===== config.mk =====
export PLATFORM = sky130hd
export DESIGN_NAME = ctrl_decode_pipe
export DESIGN_NICKNAME = d
export VERILOG_FILES = /design/src/rtl/ctrl_decode_pipe.sv
export SDC_FILE = /design/constraint.sdc
export NUM_CORES = 1
export LEC_CHECK = 0
export CAP_MARGIN = 20
export CORE_UTILIZATION = 55
export CTS_BUF_LIST = sky130_fd_sc_hd__clkbuf_2 sky130_fd_sc_hd__clkbuf_4 sky130_fd_sc_hd__clkbuf_8
export DETAILED_ROUTE_END_ITERATION = 8
export PLACE_DENSITY = 0.95
export SYNTH_ARGS = -nofsm -noshare
export SYNTH_HDL_FRONTEND = slang
export SYNTH_SLANG_ARGS = --single-unit

===== constraint.sdc =====
create_clock -name clk -period 4.8 [get_ports clk]
set_clock_uncertainty 0.15 [all_clocks]
set_input_delay 0.72 -clock clk [delete_from_list [all_inputs] [get_ports clk]]
set_output_delay 0.72 -clock clk [all_outputs]
set_load 0.01 [all_outputs]

===== src/rtl/ctrl_decode_pipe.sv =====
// ctrl_decode_pipe: decodes 32-bit MIPS32 instruction words into a control
// bundle and buffers the bundles in a small queue. The queue has valid/ready
// handshakes on both sides and a synchronous flush. It sits between fetch and
// the ID/EX register, so an execute stall does not stall fetch immediately.
module ctrl_decode_pipe #(
    parameter int XLEN        = 32,
    parameter int ALUOP_WIDTH = 5,
    parameter int DEPTH       = 2,
    parameter int EN_JTYPE    = 1
) (
    input  logic                   clk,
    input  logic                   rst_n,
    input  logic                   flush,
    input  logic                   in_valid,
    output logic                   in_ready,
    input  logic [XLEN-1:0]        in_inst,
    input  logic [XLEN-1:0]        in_pc,
    output logic                   out_valid,
    input  logic                   out_ready,
    output logic [XLEN-1:0]        out_pc,
    output logic [ALUOP_WIDTH-1:0] out_alu_op,
    output logic [9:0]             out_ctrl,
    output logic [4:0]             out_rd
);

    // ALU operation codes. These follow the encoding of the shared defines header.
    localparam logic [ALUOP_WIDTH-1:0] ALU_ADD      = ALUOP_WIDTH'(0);
    localparam logic [ALUOP_WIDTH-1:0] ALU_SUB      = ALUOP_WIDTH'(1);
    localparam logic [ALUOP_WIDTH-1:0] ALU_MULT     = ALUOP_WIDTH'(2);
    localparam logic [ALUOP_WIDTH-1:0] ALU_DIV      = ALUOP_WIDTH'(3);
    localparam logic [ALUOP_WIDTH-1:0] ALU_SL       = ALUOP_WIDTH'(4);
    localparam logic [ALUOP_WIDTH-1:0] ALU_ARITH_SR = ALUOP_WIDTH'(5);
    localparam logic [ALUOP_WIDTH-1:0] ALU_LOGIC_SR = ALUOP_WIDTH'(6);
    localparam logic [ALUOP_WIDTH-1:0] ALU_AND      = ALUOP_WIDTH'(7);
    localparam logic [ALUOP_WIDTH-1:0] ALU_OR       = ALUOP_WIDTH'(8);
    localparam logic [ALUOP_WIDTH-1:0] ALU_XOR      = ALUOP_WIDTH'(9);
    localparam logic [ALUOP_WIDTH-1:0] ALU_NOR      = ALUOP_WIDTH'(10);
    localparam logic [ALUOP_WIDTH-1:0] ALU_L        = ALUOP_WIDTH'(11);
    localparam logic [ALUOP_WIDTH-1:0] ALU_L_U      = ALUOP_WIDTH'(12);
    localparam logic [ALUOP_WIDTH-1:0] ALU_EQ       = ALUOP_WIDTH'(13);
    localparam logic [ALUOP_WIDTH-1:0] ALU_NEQ      = ALUOP_WIDTH'(14);
    localparam logic [ALUOP_WIDTH-1:0] ALU_LE       = ALUOP_WIDTH'(15);
    localparam logic [ALUOP_WIDTH-1:0] ALU_G        = ALUOP_WIDTH'(16);
    localparam logic [ALUOP_WIDTH-1:0] ALU_GE       = ALUOP_WIDTH'(17);
    localparam logic [ALUOP_WIDTH-1:0] ALU_ERR      = '1;

    // A pointer needs at least one bit even when DEPTH is 1.
    localparam int PTR_W = (DEPTH > 1) ? $clog2(DEPTH) : 1;
    localparam int CNT_W = $clog2(DEPTH + 1);

    typedef struct packed {
        logic [XLEN-1:0]        pc;
        logic [ALUOP_WIDTH-1:0] alu_op;
        logic [9:0]             ctrl;
        logic [4:0]             rd;
    } entry_t;

    logic [5:0] opcode;
    logic [5:0] funct;
    logic [4:0] rt_f;
    logic [4:0] rd_f;

    assign opcode = in_inst[31:26];
    assign funct  = in_inst[5:0];
    assign rt_f   = in_inst[20:16];
    assign rd_f   = in_inst[15:11];

    logic                   ill, lui, shs, uimm, sext, jmp, br, mw, mr, rw;
    logic [ALUOP_WIDTH-1:0] dec_alu_op;
    logic [4:0]             dec_rd;

    // Combinational decode of the incoming word into the control bundle.
    always_comb begin
        ill = 1'b0; lui = 1'b0; shs = 1'b0; uimm = 1'b0; sext = 1'b0;
        jmp = 1'b0; br = 1'b0; mw = 1'b0; mr = 1'b0; rw = 1'b0;
        dec_alu_op = ALU_ADD;
        dec_rd     = rt_f;
        case (opcode)
            6'h00: begin
                rw     = 1'b1;
                dec_rd = rd_f;
                case (funct)
                    6'h20, 6'h21: dec_alu_op = ALU_ADD;
                    6'h22, 6'h23: dec_alu_op = ALU_SUB;
                    6'h18, 6'h19: begin dec_alu_op = ALU_MULT; rw = 1'b0; end
                    6'h1A, 6'h1B: begin dec_alu_op = ALU_DIV;  rw = 1'b0; end
                    6'h00: begin dec_alu_op = ALU_SL;       shs = 1'b1; end
                    6'h03: begin dec_alu_op = ALU_ARITH_SR; shs = 1'b1; end
                    6'h02: begin dec_alu_op = ALU_LOGIC_SR; shs = 1'b1; end
                    6'h04: dec_alu_op = ALU_SL;
                    6'h07: dec_alu_op = ALU_ARITH_SR;
                    6'h06: dec_alu_op = ALU_LOGIC_SR;
                    6'h24: dec_alu_op = ALU_AND;
                    6'h25: dec_alu_op = ALU_OR;
                    6'h26: dec_alu_op = ALU_XOR;
                    6'h27: dec_alu_op = ALU_NOR;
                    6'h2A: dec_alu_op = ALU_L;
                    6'h2B: dec_alu_op = ALU_L_U;
                    default: ill = 1'b1;
                endcase
            end
            6'h08, 6'h09: begin dec_alu_op = ALU_ADD; uimm = 1'b1; sext = 1'b1; rw = 1'b1; end
            6'h0A:        begin dec_alu_op = ALU_L;   uimm = 1'b1; sext = 1'b1; rw = 1'b1; end
            6'h0B:        begin dec_alu_op = ALU_L_U; uimm = 1'b1; sext = 1'b1; rw = 1'b1; end
            6'h0C:        begin dec_alu_op = ALU_AND; uimm = 1'b1; rw = 1'b1; end
            6'h0D:        begin dec_alu_op = ALU_OR;  uimm = 1'b1; rw = 1'b1; end
            6'h0E:        begin dec_alu_op = ALU_XOR; uimm = 1'b1; rw = 1'b1; end
            // The shift-by-16 of LUI is implied by the lui bit.
            6'h0F:        begin dec_alu_op = ALU_SL;  lui = 1'b1; uimm = 1'b1; rw = 1'b1; end
            6'h20, 6'h21, 6'h23, 6'h24, 6'h25: begin
                dec_alu_op = ALU_ADD; mr = 1'b1; rw = 1'b1; uimm = 1'b1; sext = 1'b1;
            end
            6'h28, 6'h29, 6'h2B: begin
                dec_alu_op = ALU_ADD; mw = 1'b1; uimm = 1'b1; sext = 1'b1;
            end
            6'h04: begin dec_alu_op = ALU_EQ;  br = 1'b1; sext = 1'b1; end
            6'h05: begin dec_alu_op = ALU_NEQ; br = 1'b1; sext = 1'b1; end
            6'h06: begin dec_alu_op = ALU_LE;  br = 1'b1; sext = 1'b1; end
            6'h07: begin dec_alu_op = ALU_G;   br = 1'b1; sext = 1'b1; end
            6'h01: begin
                br   = 1'b1;
                sext = 1'b1;
                case (rt_f)
                    5'd0:    dec_alu_op = ALU_L;
                    5'd1:    dec_alu_op = ALU_GE;
                    default: ill = 1'b1;
                endcase
            end
            6'h02: begin
                dec_rd = 5'd0;
                if (EN_JTYPE != 0) jmp = 1'b1;
                else               ill = 1'b1;
            end
            6'h03: begin
                if (EN_JTYPE != 0) begin
                    jmp    = 1'b1;
                    rw     = 1'b1;
                    dec_rd = 5'd31;
                end else begin
                    ill = 1'b1;
                end
            end
            default: ill = 1'b1;
        endcase
        // An illegal word carries only the illegal flag and the error op.
        if (ill) begin
            lui = 1'b0; shs = 1'b0; uimm = 1'b0; sext = 1'b0;
            jmp = 1'b0; br = 1'b0; mw = 1'b0; mr = 1'b0; rw = 1'b0;
            dec_alu_op = ALU_ERR;
            dec_rd     = 5'd0;
        end
    end

    entry_t            entry_q [DEPTH];
    entry_t            entry_d [DEPTH];
    logic [PTR_W-1:0]  wr_ptr_q, wr_ptr_d, rd_ptr_q, rd_ptr_d;
    logic [CNT_W-1:0]  count_q, count_d;
    logic              push, pop;

    function automatic logic [PTR_W-1:0] ptr_inc(input logic [PTR_W-1:0] p);
        return (p == PTR_W'(DEPTH - 1)) ? '0 : p + PTR_W'(1);
    endfunction

    // in_ready depends only on registered state, never on out_ready.
    assign in_ready  = (count_q < CNT_W'(DEPTH));
    assign out_valid = (count_q != '0);
    assign push      = in_valid & in_ready & ~flush;
    assign pop       = out_valid & out_ready & ~flush;

    // Write the decoded bundle into the tail slot on accept.
    always_comb begin
        entry_d = entry_q;
        if (push) begin
            entry_d[wr_ptr_q].pc     = in_pc;
            entry_d[wr_ptr_q].alu_op = dec_alu_op;
            entry_d[wr_ptr_q].ctrl   = {ill, lui, shs, uimm, sext, jmp, br, mw, mr, rw};
            entry_d[wr_ptr_q].rd     = dec_rd;
        end
    end

    // Next pointers and occupancy; flush overrides any push or pop.
    always_comb begin
        wr_ptr_d = wr_ptr_q;
        rd_ptr_d = rd_ptr_q;
        count_d  = count_q;
        if (flush) begin
            wr_ptr_d = '0;
            rd_ptr_d = '0;
            count_d  = '0;
        end else begin
            if (push) wr_ptr_d = ptr_inc(wr_ptr_q);
            if (pop)  rd_ptr_d = ptr_inc(rd_ptr_q);
            case ({push, pop})
                2'b10:   count_d = count_q + CNT_W'(1);
                2'b01:   count_d = count_q - CNT_W'(1);
                default: count_d = count_q;
            endcase
        end
    end

    // Queue storage and control state, cleared by the asynchronous reset.
    always_ff @(posedge clk or negedge rst_n) begin
        if (!rst_n) begin
            for (int i = 0; i < DEPTH; i++) entry_q[i] <= '0;
            wr_ptr_q <= '0;
            rd_ptr_q <= '0;
            count_q  <= '0;
        end else begin
            entry_q  <= entry_d;
            wr_ptr_q <= wr_ptr_d;
            rd_ptr_q <= rd_ptr_d;
            count_q  <= count_d;
        end
    end

    assign out_pc     = entry_q[rd_ptr_q].pc;
    assign out_alu_op = entry_q[rd_ptr_q].alu_op;
    assign out_ctrl   = entry_q[rd_ptr_q].ctrl;
    assign out_rd     = entry_q[rd_ptr_q].rd;

endmodule


# Yosys cells after proc, flatten, opt, wreduce, memory -nomap -nowiden
# Index checks and enable logic that the tools add are counted.
[word_totals]
latchBits = 0
reg_bits = 108
ram_bits = 0
romBits = 0
elab_cells = 149
n_memories = 0
[op_classes]
n_mux = 52
n_bitwise = 7
n_reduce_logical = 26
order_cmp = 4
eq_ne = 45
n_shift = 0
n_div = 0
add_sub_neg = 4
mul = 0
[op_table]
columns = ["operator", "count"]
rows = [
  ["$bwmux W104", 4],
  ["$demux W52 S1", 4],
  ["$mux W52", 4],
  ["$eq A6 B6 Y1 const B", 18],
  ["$pmux W5 S12", 1],
  ["$eq A6 B4 Y1 const B", 8],
  ["$pmux W4 S12", 1],
  ["$eq A6 B3 Y1 const B", 7],
  ["$mux W1", 27],
  ["$eq A6 B2 Y1 const B", 4],
  ["$eq A6 B5 Y1 const B", 4],
  ["$reduce_or A22 Y1", 1],
  ["$mux W20", 1],
  ["$reduce_or A20 Y1", 1],
  ["$reduce_or A17 Y1", 1],
  ["$reduce_or A16 Y1", 1],
  ["$reduce_or A2 Y1", 8],
  ["$mux W15", 1],
  ["$mux W5", 3],
  ["$pmux W5 S3", 1],
  ["$reduce_or A14 Y1", 1],
  ["$logic_not A6 Y1", 2],
  ["$pmux W5 S2", 1],
  ["$reduce_or A5 Y1", 2],
  ["other kinds (23)", 32],
]

# Logic depth before layout (Yosys ltp)
[depth]
ltp_word = 9
ltp_mapped = 7
depth_no_buf = 5

# Worst setup path before layout
# Ideal clock, no wire load.
[synth_path]
path_kind = "input -> register"
start = "in in_inst[19]"
end = "reg entry_q[52] in the netlist's numbering"
arrival_time_ps = 2067
slack_ps = 2487
required_time_ps = 4555
stages = 6
path_cell_list = "or4_4 > nand3_2 > o211a_1 > a21bo_4 > buf_6 > o31ai_1"
[synth_via]
elab_chain_len = 6
[synth_rtl]
columns = ["item", "line", "text"]
rows = [
  ["start, declared", "16", "input logic [XLEN-1:0] in_inst,"],
  ["$eq A5 B1 Y1 / $logic_not A5 Y1 (equally long branches)", "123", "case (rt_f)"],
  ["$reduce_or A2 Y1 (no source line) *", "--", ""],
  ["$mux W1 *", "123", ""],
  ["$pmux W1 S3 *", "78", "case (opcode)"],
  ["$mux W5 *", "146", "if (ill) begin"],
  ["$bwmux W104 *", "177", "entry_d[wr_ptr_q].rd = dec_rd;"],
  ["end signal, assigned", "209", "entry_q <= entry_d;"],
  ["end, declared", "154", "entry_t entry_q [DEPTH];"],
]
# Mark *: on every way between the ends. The rest lies on a longest branch, timed or not.
# A chain may end at the register's enable or synchronous reset.

# Worst setup path after layout
[layout_path]
start = "reg rd_ptr_q"
end = "out out_alu_op[4]"
[layout_via]
elab_chain_len = 4
[layout_rtl]
columns = ["item", "line", "text"]
rows = [
  ["start, declared", "156", "logic [PTR_W-1:0] wr_ptr_q, wr_ptr_d, rd_ptr_q, rd_ptr_d;"],
  ["start signal, assigned", "211", "rd_ptr_q <= rd_ptr_d;"],
  ["$not A1 Y2 (not written as such)", "217", "assign out_alu_op = entry_q[rd_ptr_q].alu_op;"],
  ["$mux W52 (3 in a row)", "--", ""],
  ["end, declared", "21", "output logic [ALUOP_WIDTH-1:0] out_alu_op,"],
]
# Every way passes these cells. The select of a mux whose other input is x is not followed.

==> flow_metrics.tcl <==
set metrics [dict create \
    antennaDiodeCount 0 \
    startpoint_type "register" \
    synth_seq_area_share_pct 49.7 \
    cp-end-kind "output pin" \
    antenna_found_initial 0 \
    clockRootBuffer "clkbuf_8" \
    netlist_instances 616 \
    drt_iter0_markers 165 \
    path_clk_slew_ns 0.11 \
    row_count 35 \
    leakagePower_nw 3.15 \
    fin_crit_ns 3.47 \
    grt-ovfl-total 0 \
    cts_tree "done" \
    start_util_pct 57.8 \
    critPathRequiredTime_ns 3.93 \
    synth_most_common_cell "nand2_1" \
    powerDensity_nw_per_um2 354 \
    synth_nets 685 \
    critPathArrivalTime_ns 2.60 \
    via_count 4719 \
    critical_path.max_fanout 33 \
    maxCapViolations 0 \
    dp_hpwl_um 9280 \
    critPathSlowestCell "dfrtp_2" \
    core_area_um2 9420 \
    rsz0062_at_grt "false" \
    clock_latency_ns 0.35 \
    grt_usage_pct 26.9 \
    cts_max_path_buffers 2 \
    first_pass_iters 5 \
    final_hold_viol_count 0 \
    ant_nets 0 \
    path_cells "buf_4, mux2_2, clkdlybuf4s50_1" \
    grt_pass1_wl_um 21700 \
    nets 776 \
    synth_top_cell_by_area "dfrtp_1" \
    vdd_drop_max_v 0.000179 \
    status "finished, final reports clean" \
    min_path_type "input port to async pin" \
    layout-drive-gt1-share_pct 12.4 \
    synth_common_cells "nand2_1, dfrtp_1, mux2_2, clkbuf_1, o21ai_0" \
    num_io_pins 123 \
    post_drt_wl_per_cell_um 15.8 \
    synth_top_area_share_pct 49.7 \
    ff_latch_area_um2 2700 \
    multiInputGateArea_um2 2550 \
    fmax_ghz 0.288 \
    gp_congestion 0.919 \
    maxSlewHeadroom_pct 42.2 \
    ys_ff_latch 108 \
    finalPower_mw 2.43 \
    syn_to_final_growth_pct 25.9 \
    post_cts_buffers 0 \
    grt_max_degree 81 \
    slew_viol_final 0 \
    synth_area_leaders "dfrtp_1, nand2_1, mux2_2" \
    fin_tns_setup_ns 0 \
    cts.repair.resized 0 \
    avgViaCountPerCell 5.61 \
    synth.distinct_cells 47 \
    postRouteWirelength_um 13300 \
    synth_edf_count 0 \
    numCtsBuffers 9 \
    async_reset_ff_share_pct 100 \
    grt_pass1_vias 4609 \
    yosys_warnings 0 \
    tightest_slew_ns 0.865 \
    post-route-period-util_pct 72.3 \
    synth_flop_cell "dfrtp_1" \
    netlist_area_um2 5440 \
    setup-violations-final 0 \
    clock_sink_count 108 \
    port_buffers 112 \
    dieWidth_um 101 \
    setup.worst_path.class "register to output pin" \
    slowest_delay_ns 0.90 \
    fill_cells 676 \
    drc 0 \
    ctsHoldBuffers 0 \
    die_area_um2 10300 \
    avgSynthCellArea_um2 8.84 \
    die_h_um 101 \
    htree_num_levels 3 \
]
[metal layers]
| metal | up-vias | global-route usage (%) | wire length [um] |
|---|---|---|---|
| li1 | 2241 | - | - |
| met1 | 2288 | 35.6 | 5690 |
| met2 | 176 | 46.2 | 6680 |
| met3 | 14 | 3.66 | 766 |
| met4 | 0 | 8.36 | 140 |
| met5 | - | 0 | 0 |
[state kept, by name (all words and copies together) (netlist names)]
signal	flops
rd_ptr_q	1
count_q	2
wr_ptr_q	1
entry_q	104
[logic make-up (layout without fill, tap and decap cells)]
group | after synthesis | in the layout | share of synthesized area, %
buffers and inverters | 51 | 147 | 3.66
multiplexers | 53 | 53 | 10.9
AO/OA/AOI/OAI | 101 | 101 | 12.3
flip-flops | 108 | 108 | 49.7
AND/OR/NAND/NOR | 298 | 298 | 22.7
XOR/XNOR | 5 | 5 | 0.805
[worst max-delay path, delay by kind of cell (launching register included)]
kind / cells / cell delay, ns
buffers and inverters: 2 / 0.92
DFF: 1 / 0.90
muxes: 1 / 0.40
[per-stage QoR]
| step | instance area (um^2) | setup slack, ns | cells | hold WS, ns | utilization (%) |
|---|---|---|---|---|---|
| 2_1_floorplan | 5440 | 2.49 | 616 | 0.274 | - |
| 3_3_place_gp | 6630 | 1.67 | 824 | 0.301 | 70.4 |
| 3_5_place_dp | 6630 | 1.57 | 824 | 0.307 | 70.4 |
| 4_1_cts | 6820 | 1.31 | 840 | 0.331 | 72.5 |
| 5_1_grt | 6850 | 1.22 | 841 | 0.0939 | 72.8 |
| 6_report | 6850 | 1.33 | 841 | 0.0998 | 72.8 |
[worst paths after layout]
check / from / end / slack (ns) / depth (start not counted)
setup / recovery: rd_ptr_q$_DFFE_PN0P_ / out_alu_op[4] / 1.33 / 3
hold / removal: rst_n / entry_q[58]$_DFFE_PN0P_ / 0.1 / 1
setup reg to reg: count_q[1]$_DFFE_PN0P_ / entry_q[10]$_DFFE_PN0P_ / 2.45 / 5
hold reg to reg: entry_q[99]$_DFFE_PN0P_ / entry_q[99]$_DFFE_PN0P_ / 0.33 / 2
max in group asynchronous: rst_n / entry_q[8]$_DFFE_PN0P_ / 3.37 / 3
min in group clk: entry_q[99]$_DFFE_PN0P_ / entry_q[99]$_DFFE_PN0P_ / 0.33 / 2
[cell type report]
type / instances / area share, %
Multi-Input combinational cell: 457 / 37.2
Sequential cell: 108 / 39.5
Clock inverter: 5 / 0.731
Timing Repair Buffer: 120 / 17.5
Tap cell: 129 / 2.36
Inverter: 11 / 0.603
Clock buffer: 11 / 2.12
[power breakdown]
group	internal (mW)	switching (mW)
Clock	0.216	0.312
Combinational	0.373	0.328
Sequential	1.10	0.103
Total	1.69	0.743
[cells in the final DEF, fill, tap and decap left out, types with 2 or more instances in the layout]
| cell type | n |
|---|---|
| a21o_1 | 5 |
| o31ai_1 | 14 |
| a32oi_1 | 4 |
| clkdlybuf4s50_1 | 111 |
| o2111ai_1 | 2 |
| nand2_1 | 237 |
| nor2b_1 | 5 |
| o21ai_0 | 32 |
| nand2b_1 | 6 |
| o211a_1 | 2 |
| a31oi_1 | 11 |
| dfrtp_1 | 107 |
| clkinv_4 | 3 |
| buf_4 | 8 |
| clkbuf_8 | 10 |
| a21oi_1 | 14 |
| and2_1 | 2 |
| nor4bb_1 | 2 |
| inv_1 | 11 |
| o31ai_2 | 2 |
| mux2_2 | 52 |
| xor2_1 | 4 |
| or3_1 | 3 |
| o21a_1 | 2 |
| nor2_1 | 25 |
| nand3_1 | 4 |
| o211ai_1 | 5 |
Note: power is estimated with default switching activity, not from simulation.
